<file path="config.mk">
export PLATFORM = sky130hd
export DESIGN_NAME = reg_write_arbiter_flat
export DESIGN_NICKNAME = d
export VERILOG_FILES = /design/src/rtl/reg_write_arbiter_if.sv /design/src/rtl/reg_write_arbiter.sv /design/src/flat_wrapper.sv
export SDC_FILE = /design/constraint.sdc
export NUM_CORES = 1
export LEC_CHECK = 0
export BUFFER_PORTS_ARGS = -buffer_cell sky130_fd_sc_hd__buf_2
export CELL_PAD_IN_SITES_DETAIL_PLACEMENT = 1
export CELL_PAD_IN_SITES_GLOBAL_PLACEMENT = 2
export CORE_ASPECT_RATIO = 1.4
export CORE_MARGIN = 4
export CORE_UTILIZATION = 31
export DETAILED_ROUTE_END_ITERATION = 6
export GPL_TIMING_DRIVEN = 0
export PLACE_DENSITY = 0.81
export SETUP_SLACK_MARGIN = 0.4
export SYNTH_ARGS = -nofsm -noshare
export SYNTH_HDL_FRONTEND = slang
export SYNTH_SLANG_ARGS = --single-unit
</file>
<file path="constraint.sdc">
create_clock -name m_clk -period 2.5 [get_ports m_clk]
set_input_delay 0.5 -clock m_clk [delete_from_list [all_inputs] [get_ports m_clk]]
set_output_delay 0.5 -clock m_clk [all_outputs]
set_load 0.1 [all_outputs]
</file>
<file path="src/rtl/reg_write_arbiter_if.sv">
// Two-requester register-write request bundle: valid/addr/data toward the
// arbiter, ready back to each requester.
interface reg_write_arbiter_if;
  logic       req0_valid;
  logic [6:0] req0_addr;
  logic [7:0] req0_data;
  logic       req0_ready;
  logic       req1_valid;
  logic [6:0] req1_addr;
  logic [7:0] req1_data;
  logic       req1_ready;

  modport master (
    output req0_valid, req0_addr, req0_data,
    output req1_valid, req1_addr, req1_data,
    input  req0_ready, req1_ready
  );

  modport slave (
    input  req0_valid, req0_addr, req0_data,
    input  req1_valid, req1_addr, req1_data,
    output req0_ready, req1_ready
  );
endinterface

</file>
<file path="src/rtl/reg_write_arbiter.sv">
// Arbitrates two register-write requesters into one commit stage that updates
// five 8-bit configuration registers and tracks writes to unmapped addresses.
//
// state    | meaning
// ST_EMPTY | no accepted write waiting in the commit stage
// ST_FULL  | stage holds a write accepted last cycle; it commits this cycle
module reg_write_arbiter #(
  parameter int unsigned RR_EN = 1
) (
  input  logic                      m_clk,
  input  logic                      rst_n,
  reg_write_arbiter_if.slave        bus,
  input  logic                      clr_err,
  output logic [7:0]                reg_0,
  output logic [7:0]                reg_1,
  output logic [7:0]                reg_2,
  output logic [7:0]                reg_3,
  output logic [7:0]                reg_4,
  output logic                      wr_done,
  output logic                      wr_src,
  output logic                      err_flag,
  output logic [3:0]                err_cnt
);

  typedef enum logic {
    ST_EMPTY = 1'b0,
    ST_FULL  = 1'b1
  } stage_state_t;

  stage_state_t    state_q, state_d;
  logic [6:0]      stage_addr_q;
  logic [7:0]      stage_data_q;
  logic            stage_src_q;
  logic            last_gnt_q;
  logic [4:0][7:0] cfg_q;
  logic [4:0][7:0] cfg_view;
  logic            err_flag_q;
  logic [3:0]      err_cnt_q;

  logic            gnt0, gnt1, transfer;
  logic            commit, bad_commit;

  // last_gnt_q = 1 means port 1 won most recently, so port 0 wins next tie.
  always_comb begin
    gnt0 = 1'b0;
    gnt1 = 1'b0;
    if (rst_n) begin
      if (bus.req0_valid && bus.req1_valid) begin
        if ((RR_EN != 0) && !last_gnt_q) gnt1 = 1'b1;
        else                             gnt0 = 1'b1;
      end else begin
        gnt0 = bus.req0_valid;
        gnt1 = bus.req1_valid;
      end
    end
  end

  assign bus.req0_ready = gnt0;
  assign bus.req1_ready = gnt1;
  assign transfer       = gnt0 | gnt1;

  always_ff @(posedge m_clk) begin
    if (!rst_n) state_q <= ST_EMPTY;
    else        state_q <= state_d;
  end

  // A commit is suppressed while reset is low so a staged write is dropped.
  always_comb begin
    state_d    = ST_EMPTY;
    commit     = 1'b0;
    bad_commit = 1'b0;
    if (transfer) state_d = ST_FULL;
    if ((state_q == ST_FULL) && rst_n) begin
      commit     = 1'b1;
      bad_commit = (stage_addr_q > 7'd4);
    end
  end

  always_ff @(posedge m_clk) begin
    if (!rst_n) begin
      stage_addr_q <= 7'd0;
      stage_data_q <= 8'h00;
      stage_src_q  <= 1'b0;
      last_gnt_q   <= 1'b1;
    end else if (transfer) begin
      stage_addr_q <= gnt1 ? bus.req1_addr : bus.req0_addr;
      stage_data_q <= gnt1 ? bus.req1_data : bus.req0_data;
      stage_src_q  <= gnt1;
      last_gnt_q   <= gnt1;
    end
  end

  always_ff @(posedge m_clk) begin
    if (!rst_n) begin
      cfg_q <= '0;
    end else begin
      for (int k = 0; k < 5; k++) begin
        if (commit && (stage_addr_q == 7'(k))) cfg_q[k] <= stage_data_q;
      end
    end
  end

  // A bad-address commit in the same cycle as clr_err restarts the count at 1.
  always_ff @(posedge m_clk) begin
    if (!rst_n) begin
      err_flag_q <= 1'b0;
      err_cnt_q  <= 4'd0;
    end else if (bad_commit) begin
      err_flag_q <= 1'b1;
      if (clr_err)                err_cnt_q <= 4'd1;
      else if (err_cnt_q != 4'hF) err_cnt_q <= err_cnt_q + 4'd1;
    end else if (clr_err) begin
      err_flag_q <= 1'b0;
      err_cnt_q  <= 4'd0;
    end
  end

  // Register outputs show the committing write during its commit cycle.
  always_comb begin
    cfg_view = cfg_q;
    for (int k = 0; k < 5; k++) begin
      if (commit && (stage_addr_q == 7'(k))) cfg_view[k] = stage_data_q;
    end
  end

  assign reg_0    = cfg_view[0];
  assign reg_1    = cfg_view[1];
  assign reg_2    = cfg_view[2];
  assign reg_3    = cfg_view[3];
  assign reg_4    = cfg_view[4];
  assign wr_done  = commit;
  assign wr_src   = commit & stage_src_q;
  assign err_flag = err_flag_q;
  assign err_cnt  = err_cnt_q;

endmodule

</file>
<file path="src/flat_wrapper.sv">
// flat-port wrapper written by rule: the top's interface ports become plain ports
module reg_write_arbiter_flat 
#(
  parameter int unsigned RR_EN = 1
)
  (m_clk, rst_n, clr_err, reg_0, reg_1, reg_2, reg_3, reg_4, wr_done, wr_src, err_flag, err_cnt, bus_req0_valid, bus_req0_addr, bus_req0_data, bus_req1_valid, bus_req1_addr, bus_req1_data, bus_req0_ready, bus_req1_ready);
  reg_write_arbiter_if bus_i ();
  input  logic m_clk;
  input  logic rst_n;
  input  logic clr_err;
  output logic [7:0] reg_0;
  output logic [7:0] reg_1;
  output logic [7:0] reg_2;
  output logic [7:0] reg_3;
  output logic [7:0] reg_4;
  output logic wr_done;
  output logic wr_src;
  output logic err_flag;
  output logic [3:0] err_cnt;
  input wire logic [$bits(bus_i.req0_valid)-1:0] bus_req0_valid;
  input wire logic [$bits(bus_i.req0_addr)-1:0] bus_req0_addr;
  input wire logic [$bits(bus_i.req0_data)-1:0] bus_req0_data;
  input wire logic [$bits(bus_i.req1_valid)-1:0] bus_req1_valid;
  input wire logic [$bits(bus_i.req1_addr)-1:0] bus_req1_addr;
  input wire logic [$bits(bus_i.req1_data)-1:0] bus_req1_data;
  output wire logic [$bits(bus_i.req0_ready)-1:0] bus_req0_ready;
  output wire logic [$bits(bus_i.req1_ready)-1:0] bus_req1_ready;
  assign bus_i.req0_valid = bus_req0_valid;
  assign bus_i.req0_addr = bus_req0_addr;
  assign bus_i.req0_data = bus_req0_data;
  assign bus_i.req1_valid = bus_req1_valid;
  assign bus_i.req1_addr = bus_req1_addr;
  assign bus_i.req1_data = bus_req1_data;
  assign bus_req0_ready = bus_i.req0_ready;
  assign bus_req1_ready = bus_i.req1_ready;
  reg_write_arbiter #(.RR_EN(RR_EN)) u_core (.m_clk(m_clk), .rst_n(rst_n), .bus(bus_i), .clr_err(clr_err), .reg_0(reg_0), .reg_1(reg_1), .reg_2(reg_2), .reg_3(reg_3), .reg_4(reg_4), .wr_done(wr_done), .wr_src(wr_src), .err_flag(err_flag), .err_cnt(err_cnt));
endmodule
</file>
=== Word-level counts from Yosys, hierarchy flattened ===
Index checks and enable logic that the tools add are counted.
Widths: inputs -> output; s select.

* Add/sub/neg operators: 1
* Order comparisons: 1
* Equal/unequal tests: 5
* Multiplexer cells: 22
* Bitwise operators: 2
* Reduce and logical (&&, ||, !) cells: 11

{| class="wikitable"
|+ Operator list
! operator !! number
|-
| $mux 8 || 6
|-
| $mux 4 || 4
|-
| $eq 7x2->1 const B || 2
|-
| $mux 1 || 11
|-
| $eq 7x1->1 const B || 1
|-
| $eq 7x3->1 const B || 1
|-
| $gt 7x3->1 const B || 1
|-
| $logic_and 1x1->1 || 7
|-
| $logic_not 7->1 || 1
|-
| $mux 7 || 1
|-
| $add 4x1->4 const B || 1
|-
| $ne 4x4->1 const B || 1
|-
| $reduce_bool 2->1 || 2
|-
| $reduce_and 2->1 || 1
|-
| $and 1x1->1 || 1
|-
| $or 1x1->1 || 1
|}

* Register bits: 63
* Input port bits: 35
* Output and inout bits: 49
* Logic and storage cells: 54

=== Longest topological paths before layout ===
Gate-level depths: netlist of run 1.

* Word-level depth: 5
* Mapped depth: 6
* Gate-level depth less buffers: 5

=== Worst setup path after synthesis of run 1 ===
Ideal clock, no wire load.

* Kind: input to output
* Start point: input port rst_n
* End point: output port reg_4[0]
* Arrival: 2,782 ps
* Required time: 2,000 ps
* Slack: -782 ps
* Cell stages on the path: 4
* Buffers on the path: 1
* Cell sequence: and2_1 -> clkbuf_1 -> nand4_1 -> mux2_2

* Longest elaborated chain between the ends: 4

{| class="wikitable"
|+ Ends and longest elaborated chain
! what !! line !! source
|-
| from (decl) || flat_wrapper.sv:9 || <nowiki>input logic rst_n;</nowiki>
|-
| $logic_and 1x1->1 || reg_write_arbiter.sv:73 || <nowiki>if ((state_q == ST_FULL) && rst_n) begin</nowiki>
|-
| $mux 1 || reg_write_arbiter.sv:73 ||
|-
| net wr_done || flat_wrapper.sv:16 || <nowiki>output logic wr_done;</nowiki>
|-
| $logic_and 1x1->1 || reg_write_arbiter.sv:122 || <nowiki>if (commit && (stage_addr_q == 7'(k))) cfg_view[k] = stage_data_q;</nowiki>
|-
| $mux 8 || reg_write_arbiter.sv:122 ||
|-
| to (decl) || flat_wrapper.sv:15 || <nowiki>output logic [7:0] reg_4;</nowiki>
|}

The timed path passes the listed nets, and every way through them passes these cells.

=== Worst setup path after layout of run 1 ===
* Start point: register u_core.stage_addr_q[3]
* End point: output port reg_1[3]

* Longest elaborated chain between the ends: 3

{| class="wikitable"
|+ Ends and longest elaborated chain
! what !! line !! source
|-
| from (decl) || reg_write_arbiter.sv:31 || <nowiki>logic [6:0] stage_addr_q;</nowiki>
|-
| from (signal assigned) || reg_write_arbiter.sv:86 || <nowiki>stage_addr_q <= gnt1 ? bus.req1_addr : bus.req0_addr;</nowiki>
|-
| $eq 7x1->1 || reg_write_arbiter.sv:122 ||
|-
| $logic_and 1x1->1 || reg_write_arbiter.sv:122 ||
|-
| $mux 8 || reg_write_arbiter.sv:122 ||
|-
| to (decl) || flat_wrapper.sv:12 || <nowiki>output logic [7:0] reg_1;</nowiki>
|}

No other way between the ends.

==> results of run 1 <==
==> registers in the layout, indices dropped and copies added (netlist names) <==
name,cells
u_core.stage_src_q,1
u_core.state_q,1
u_core.cfg_q,40
u_core.stage_addr_q,7
u_core.last_gnt_q,1
u_core.stage_data_q,8
u_core.err_cnt,4
u_core.err_flag,1
==> worst max-delay path: cells and delay by family (launching register included) <==
kind	cells	cell delay, ns
and+or+nand+nor	2	0.85
buffers and inverters	3	0.51
muxes	1	0.33
DFF	1	0.32
==> cell usage in the layout (no fill, tap or decap), types with 3 or more instances in the layout <==
cell and count:
sky130_fd_sc_hd__buf_12 45, sky130_fd_sc_hd__and2_1 28, sky130_fd_sc_hd__mux2_4 40, sky130_fd_sc_hd__a211oi_1 15
sky130_fd_sc_hd__buf_4 7, sky130_fd_sc_hd__nand2_1 5, sky130_fd_sc_hd__nor2_1 20, sky130_fd_sc_hd__clkbuf_1 8
sky130_fd_sc_hd__and2_4 13, sky130_fd_sc_hd__mux2i_1 16, sky130_fd_sc_hd__buf_6 6, sky130_fd_sc_hd__nand3_1 3
sky130_fd_sc_hd__inv_1 3, sky130_fd_sc_hd__clkbuf_16 10, sky130_fd_sc_hd__dfxtp_1 62, sky130_fd_sc_hd__buf_2 42
==> power groups by stage <==
stage	logic [mW]	clock network, mW	registers [mW]
2_1_floorplan	0.204	0	1.09
3_3_place_gp	0.291	0	1.09
3_5_place_dp	0.294	0	1.09
4_1_cts	0.339	1.38	1.07
5_1_grt	0.384	1.43	1.08
6_report	0.362	1.35	1.07
==> kinds of logic after synthesis <==
group                    count (synthesis)  share of synthesized area [%]
AO/OA/AOI/OAI                           27                           7.46
XOR/XNOR                                 1                          0.326
adder cells (fa/ha/maj)                  1                          0.466
buffers and inverters                   19                           3.03
flip-flops                              63                           47.0
multiplexers                            56                           22.7
AND/OR/NAND/NOR                         82                           19.0
==> Yosys cell counts, drive strengths merged <==
cell     number  area, µm²
dfxtp        63       1260
and2         41        257
mux2         40        450
nor2         20       75.1
mux2i        16        160
a211oi       15        113
clkbuf       12       45.0
nand2         5       18.8
buf           3       21.3
inv           3       11.3
nand3         3       15.0
nor4          3       48.8
a21oi         2       10.0
and3          2       12.5
nand2b        2       12.5
o211ai        2       15.0
o21ai         2       10.0
clkinv        1       3.75
ha            1       12.5
nand3b        1       11.3
nand4         1       6.26
nor3          1       16.3
nor4b         1       23.8
o2111ai       1       8.76
o211a         1       10.0
o21a          1       7.51
o21bai        1       7.51
o32a          1       10.0
o41ai         1       8.76
or2           1       6.26
or4           1       7.51
xor2          1       8.76
==> worst max path at each step <==
stage / endpoint / startpoint
after floorplan: reg_1[0] / u_core.stage_addr_q[6]
after global placement: reg_1[1] / u_core.stage_addr_q[6]
after detailed placement: reg_1[1] / u_core.stage_addr_q[6]
after CTS: reg_1[1] / u_core.stage_addr_q[3]
after global routing: reg_1[3] / u_core.stage_addr_q[3]
final: reg_1[3] / u_core.stage_addr_q[3]
==> layout make-up <==
type	count	area, µm²
multi-input combinational	167	1540
fill	884	3710
clock buffer	9	225
sequential	63	1260
clock inverter	7	97.6
inverter	4	15.0
tap	102	128
timing repair buffer	98	1210
buffer	15	114
==> metal layers <==
layer / global-route usage, % / up-vias / wire (µm)
met5: 0 / - / 0
met4: 9.55 / 0 / 272
met3: 3.43 / 18 / 373
li1: - / 1083 / -
met1: 21.5 / 1106 / 3810
met2: 31.4 / 70 / 4880
==> stage by stage <==
step                util, %  std cells  hold slack (ns)  instance area [µm²]
detailed placement     40.4        434            0.439                 3350
floorplan                 -        249            0.468                 2810
finish                 55.3        465            0.442                 4590
global route           55.3        465            0.460                 4590
CTS                    52.5        460            0.440                 4350
global placement       40.4        434            0.428                 3350
==> what timing repair did <==
item | CTS | global route
resized for setup | 158 | 51
hold buffers | 0 | 0
pin swaps | 6 | 3
endpoints found under the setup margin | 75 | 59
setup buffers | 10 | 5
==> reports/results.md, run 1 <==
### Status
- outcome: finished, violations left
- violations in the final reports: negative setup slack

### Routing
- Vias/cell: 4.90
- final antenna-violating net count: 0
- wire per inst: 20.1 µm
- initial detailed-routing violation count: 79
- number of optimization iterations in the first detailed-route pass: 4
- count of vias placed by the detailed router: 2277
- total wire length after detailed routing: 9.34 mm
- detailed-route DRC error count: 0

### Die
- I/O Pins: 84
- horizontal die dimension: 86.7 µm
- Placeable Area: 8300 µm²
- Starting Density: 32.4%
- die area: 10200 µm²
- row count: 39
- y dimension of the die: 118 µm

### Worst setup path
- slack of the worst reg-to-reg path: 0.19 ns
- WS Path Type: flip-flop to output pin
- worst r2r dst: u_core.cfg_q[14]
- CP most frequent cell: sky130_fd_sc_hd__buf_12
- slowest CP cell: sky130_fd_sc_hd__or4_4
- Max stage delay on crit path: 0.53 ns
- number of cell instances on the worst register-to-register path: 8
- critical-path cell list: or4_4 > buf_8 > nor4b_4 > buf_12 > mux2_4 > buf_12
- data arrival time at the worst-slack endpoint: 2.35 ns
- kind of start point of the critical path: flip-flop
- highest fanout seen on the critical path: 8
- Worst Setup End Kind: output pin
- required time of the critical path: 2.00 ns
- Reg-to-Reg Start: u_core.stage_addr_q[3]

### Pwr
- Comb pwr share: 13.0%
- standby leakage power: 1.97 nW
- switching part of the total power: 26.2%
- Sw Pwr: 0.731 mW
- cell area power density: 607 nW/µm²
- worst supply voltage drop on vdd: 0.356 mV
- overall power consumption: 2.79 mW
- sequential cell fraction of total power: 38.5%
- clock power share: 48.5%
- Internal Pwr Total: 2.06 mW

### Cells and area
- synth-to-layout area growth: 70.9%
- final antenna diode count: 0
- number of nets in the final layout: 394
- fraction of final layout cells with drive strength greater than 1: 50.4%

### Hold path
- hold_sp: u_core.err_flag
- Min-Delay Path Class: flip-flop to flip-flop
- hold worst-path end: u_core.err_flag
- number of cells traversed by the worst hold path: 2

### Clock tree
- clk slew on worst S/H paths: 0.05 ns
- clock tree from TritonCTS: done
- Max Buffers Root-to-Sink: 2
- Num CTS Buffers: 9
- clock latency reported for the late side of the worst-skew pair: 0.33 ns
- H-tree levels: 3
- clk sink count: 63
- library cell used as clock root buffer: sky130_fd_sc_hd__clkbuf_16

### Yosys
- number of instances in the synthesized netlist: 249
- Post-Syn Area per Cell: 10.8 µm²
- total number of yosys warnings: 0
- Cell variety after synth: 34
- Synth Register Bits: 63
- cell area after technology mapping: 2690 µm²
- Syn Nets: 285
- sequential fraction of the synthesis area: 47.0%

### Place
- quantity of I/O buffers inserted on ports: 83
- DP HPWL: 5.61 mm
- final RePlAce weighted congestion: 0.704
- worst slack at placement: -0.523 ns

### Timing
- setup repair after global routing missed its margin: true
- slew margin rel.: 60.2%
- final critical-path share of the clock period: 114%
- top achievable clock speed: 350 MHz
- worst-case setup margin in the final layout: -0.354 ns
- min Tclk post-route: 2.85 ns
- # setup viols final: 32
- hold violation total from the final report: 0
- setup TNS after final layout: -8.70 ns
- Tightest Pin Transition: 0.597 ns
- number of pins with negative max-slew slack in the final report: 0
- largest clock skew in the final design: 0.00582 ns

### Run
- max-capacitance violation count: 0

### GRT
- number of antenna violations at the first check in global routing: 0
- overall global routing resource usage: 18.4%
- aggregate global routing overflow: 0
- wire length of the first global-routing pass: 14.1 mm
- via count of the first global-routing pass: 2553
- largest net degree at the start of global routing: 13

(Power assumes the default switching activity.)
==> run 2: changes to the inputs <==
--- a/config.mk
+++ b/config.mk
@@ -9,7 +9,6 @@
 export CELL_PAD_IN_SITES_DETAIL_PLACEMENT = 1
 export CELL_PAD_IN_SITES_GLOBAL_PLACEMENT = 2
 export CORE_ASPECT_RATIO = 1.4
-export CORE_MARGIN = 4
 export CORE_UTILIZATION = 31
 export DETAILED_ROUTE_END_ITERATION = 6
 export GPL_TIMING_DRIVEN = 0
==> reports/results.md, run 2 (same netlist as run 1, synthesis figures left out) <==
### Timing
- setup repair after global routing missed its margin: true
- largest clock skew in the final design: 0.0114 ns
- # setup viols final: 32
- Tightest Pin Transition: 0.546 ns
- min Tclk post-route: 2.80 ns
- setup TNS after final layout: -8.24 ns
- slew margin rel.: 63.6%
- worst-case setup margin in the final layout: -0.301 ns
- final critical-path share of the clock period: 112%
- hold violation total from the final report: 0
- top achievable clock speed: 357 MHz
- number of pins with negative max-slew slack in the final report: 0

### Die
- horizontal die dimension: 80.7 µm
- Placeable Area: 8300 µm²
- row count: 39
- y dimension of the die: 112 µm
- Starting Density: 32.4%
- die area: 9040 µm²
- I/O Pins: 84

### Worst setup path
- kind of start point of the critical path: flip-flop
- required time of the critical path: 2.00 ns
- data arrival time at the worst-slack endpoint: 2.30 ns
- critical-path cell list: or4_4 > buf_8 > nor4b_4 > buf_12 > mux2_4 > buf_12
- Worst Setup End Kind: output pin
- CP most frequent cell: sky130_fd_sc_hd__buf_12
- slowest CP cell: sky130_fd_sc_hd__or4_4
- WS Path Type: flip-flop to output pin
- Max stage delay on crit path: 0.53 ns
- highest fanout seen on the critical path: 8

### Routing
- total wire length after detailed routing: 8.79 mm
- number of optimization iterations in the first detailed-route pass: 4
- wire per inst: 18.9 µm
- final antenna-violating net count: 0
- Vias/cell: 4.92
- detailed-route DRC error count: 0
- initial detailed-routing violation count: 97
- count of vias placed by the detailed router: 2287

### Clock tree
- H-tree levels: 3
- clk sink count: 63
- clock tree from TritonCTS: done
- Num CTS Buffers: 9
- library cell used as clock root buffer: sky130_fd_sc_hd__clkbuf_16
- clock latency reported for the late side of the worst-skew pair: 0.34 ns
- clk slew on worst S/H paths: 0.05 ns
- Max Buffers Root-to-Sink: 2
- Post-CTS Hold Buffers: 0

### Cells and area
- final non-filler cell area: 4450 µm²
- synth-to-layout area growth: 65.6%
- number of nets in the final layout: 394
- final antenna diode count: 0
- register ranked first by flip-flop count: u_core.cfg_q
- most common library cell in the layout ignoring fill and taps: sky130_fd_sc_hd__dfxtp_1
- fraction of final layout cells with drive strength greater than 1: 49.0%
- highest-count cells in the layout ignoring fill and taps: 61 x sky130_fd_sc_hd__dfxtp_1, 42 x sky130_fd_sc_hd__buf_2, 39 x sky130_fd_sc_hd__mux2_4
- Post-Layout Cell Count: 465
- Largest regs: u_core.cfg_q x40, u_core.stage_data_q x8, u_core.stage_addr_q x7
- flip-flop count of the largest register after layout: 40

### Place
- placed insts: 434
- final RePlAce weighted congestion: 0.742
- DP HPWL: 5.20 mm
- post-place instance area: 3350 µm²
- quantity of I/O buffers inserted on ports: 83

### Pwr
- standby leakage power: 1.93 nW
- worst supply voltage drop on vdd: 0.429 mV
- cell area power density: 596 nW/µm²

### GRT
- wire length of the first global-routing pass: 13.8 mm
- via count of the first global-routing pass: 2548
- number of antenna violations at the first check in global routing: 0
- largest net degree at the start of global routing: 12
- overall global routing resource usage: 21.3%
- aggregate global routing overflow: 0

### Run
- max-capacitance violation count: 0

### Status
- violations in the final reports: negative setup slack
- outcome: finished, violations left

### Hold path
- Min-Delay Path Class: flip-flop to flip-flop

## run 2: changes by cell type in the layout (fill, tap and decap cells not counted), sizes merged
cell      delta
bufinv       -1
clkbuf       +1
clkinv       +1
clkinvlp     -1
## run 2: timing repair
item	4_1_cts	5_1_grt
pin swaps	6	4
resized for setup	165	21
setup buffers	12	3
endpoints found under the setup margin	83	59
## run 2: where the power goes
part           switching [mW]  internal [mW]
Sequential             0.0378           1.04
Clock                   0.461          0.767
Combinational           0.210          0.141
Total                   0.708           1.94
## run 2: per-stage QoR
stage	hold slack, ns	util [%]	worst slack, ns	power [mW]
after floorplan	0.468	-	-0.0275	1.30
after global placement	0.428	40.4	-0.487	1.38
after detailed placement	0.439	40.4	-0.467	1.38
after CTS	0.443	52.7	-0.350	2.66
after global routing	0.454	53.6	-0.382	2.75
final	0.437	53.6	-0.301	2.65
## run 2: worst max-delay path, delay by kind of cell, from the launching register on
kind                   cells  cell delay, ns
buffers and inverters      3            0.52
flip-flops                 1            0.32
multiplexers               1            0.33
AND/OR/NAND/NOR            2            0.79
## run 2: cell type report
| cell class | instances | area, µm² |
|---|---|---|
| multi-input cells | 167 | 1520 |
| repair buffers | 98 | 1120 |
| flip-flops and latches | 63 | 1260 |
| fillers | 876 | 3850 |
| plain buffers | 15 | 110 |
| clock buffers | 10 | 229 |
| clock inverters | 6 | 61.3 |
| inverters | 4 | 15.0 |
| well taps | 102 | 128 |
## run 2: routing by layer
metal	vias up	GRT usage (%)	wire length (µm)
met4	0	11.3	267
met1	1106	25.4	3710
met3	20	3.50	301
met5	-	0	0
met2	76	35.7	4510
li1	1085	-	-
## run 2: path summary, 6_finish.rpt
path                            slack, ns          endpoint  cells after the start              startpoint
worst min register to register       0.44   u_core.err_flag                      2         u_core.err_flag
worst max-delay path                -0.30          reg_1[0]                      6  u_core.stage_addr_q[3]
worst min-delay path                 0.44   u_core.err_flag                      2         u_core.err_flag
worst max register to register       0.33  u_core.cfg_q[23]                      7  u_core.stage_addr_q[3]
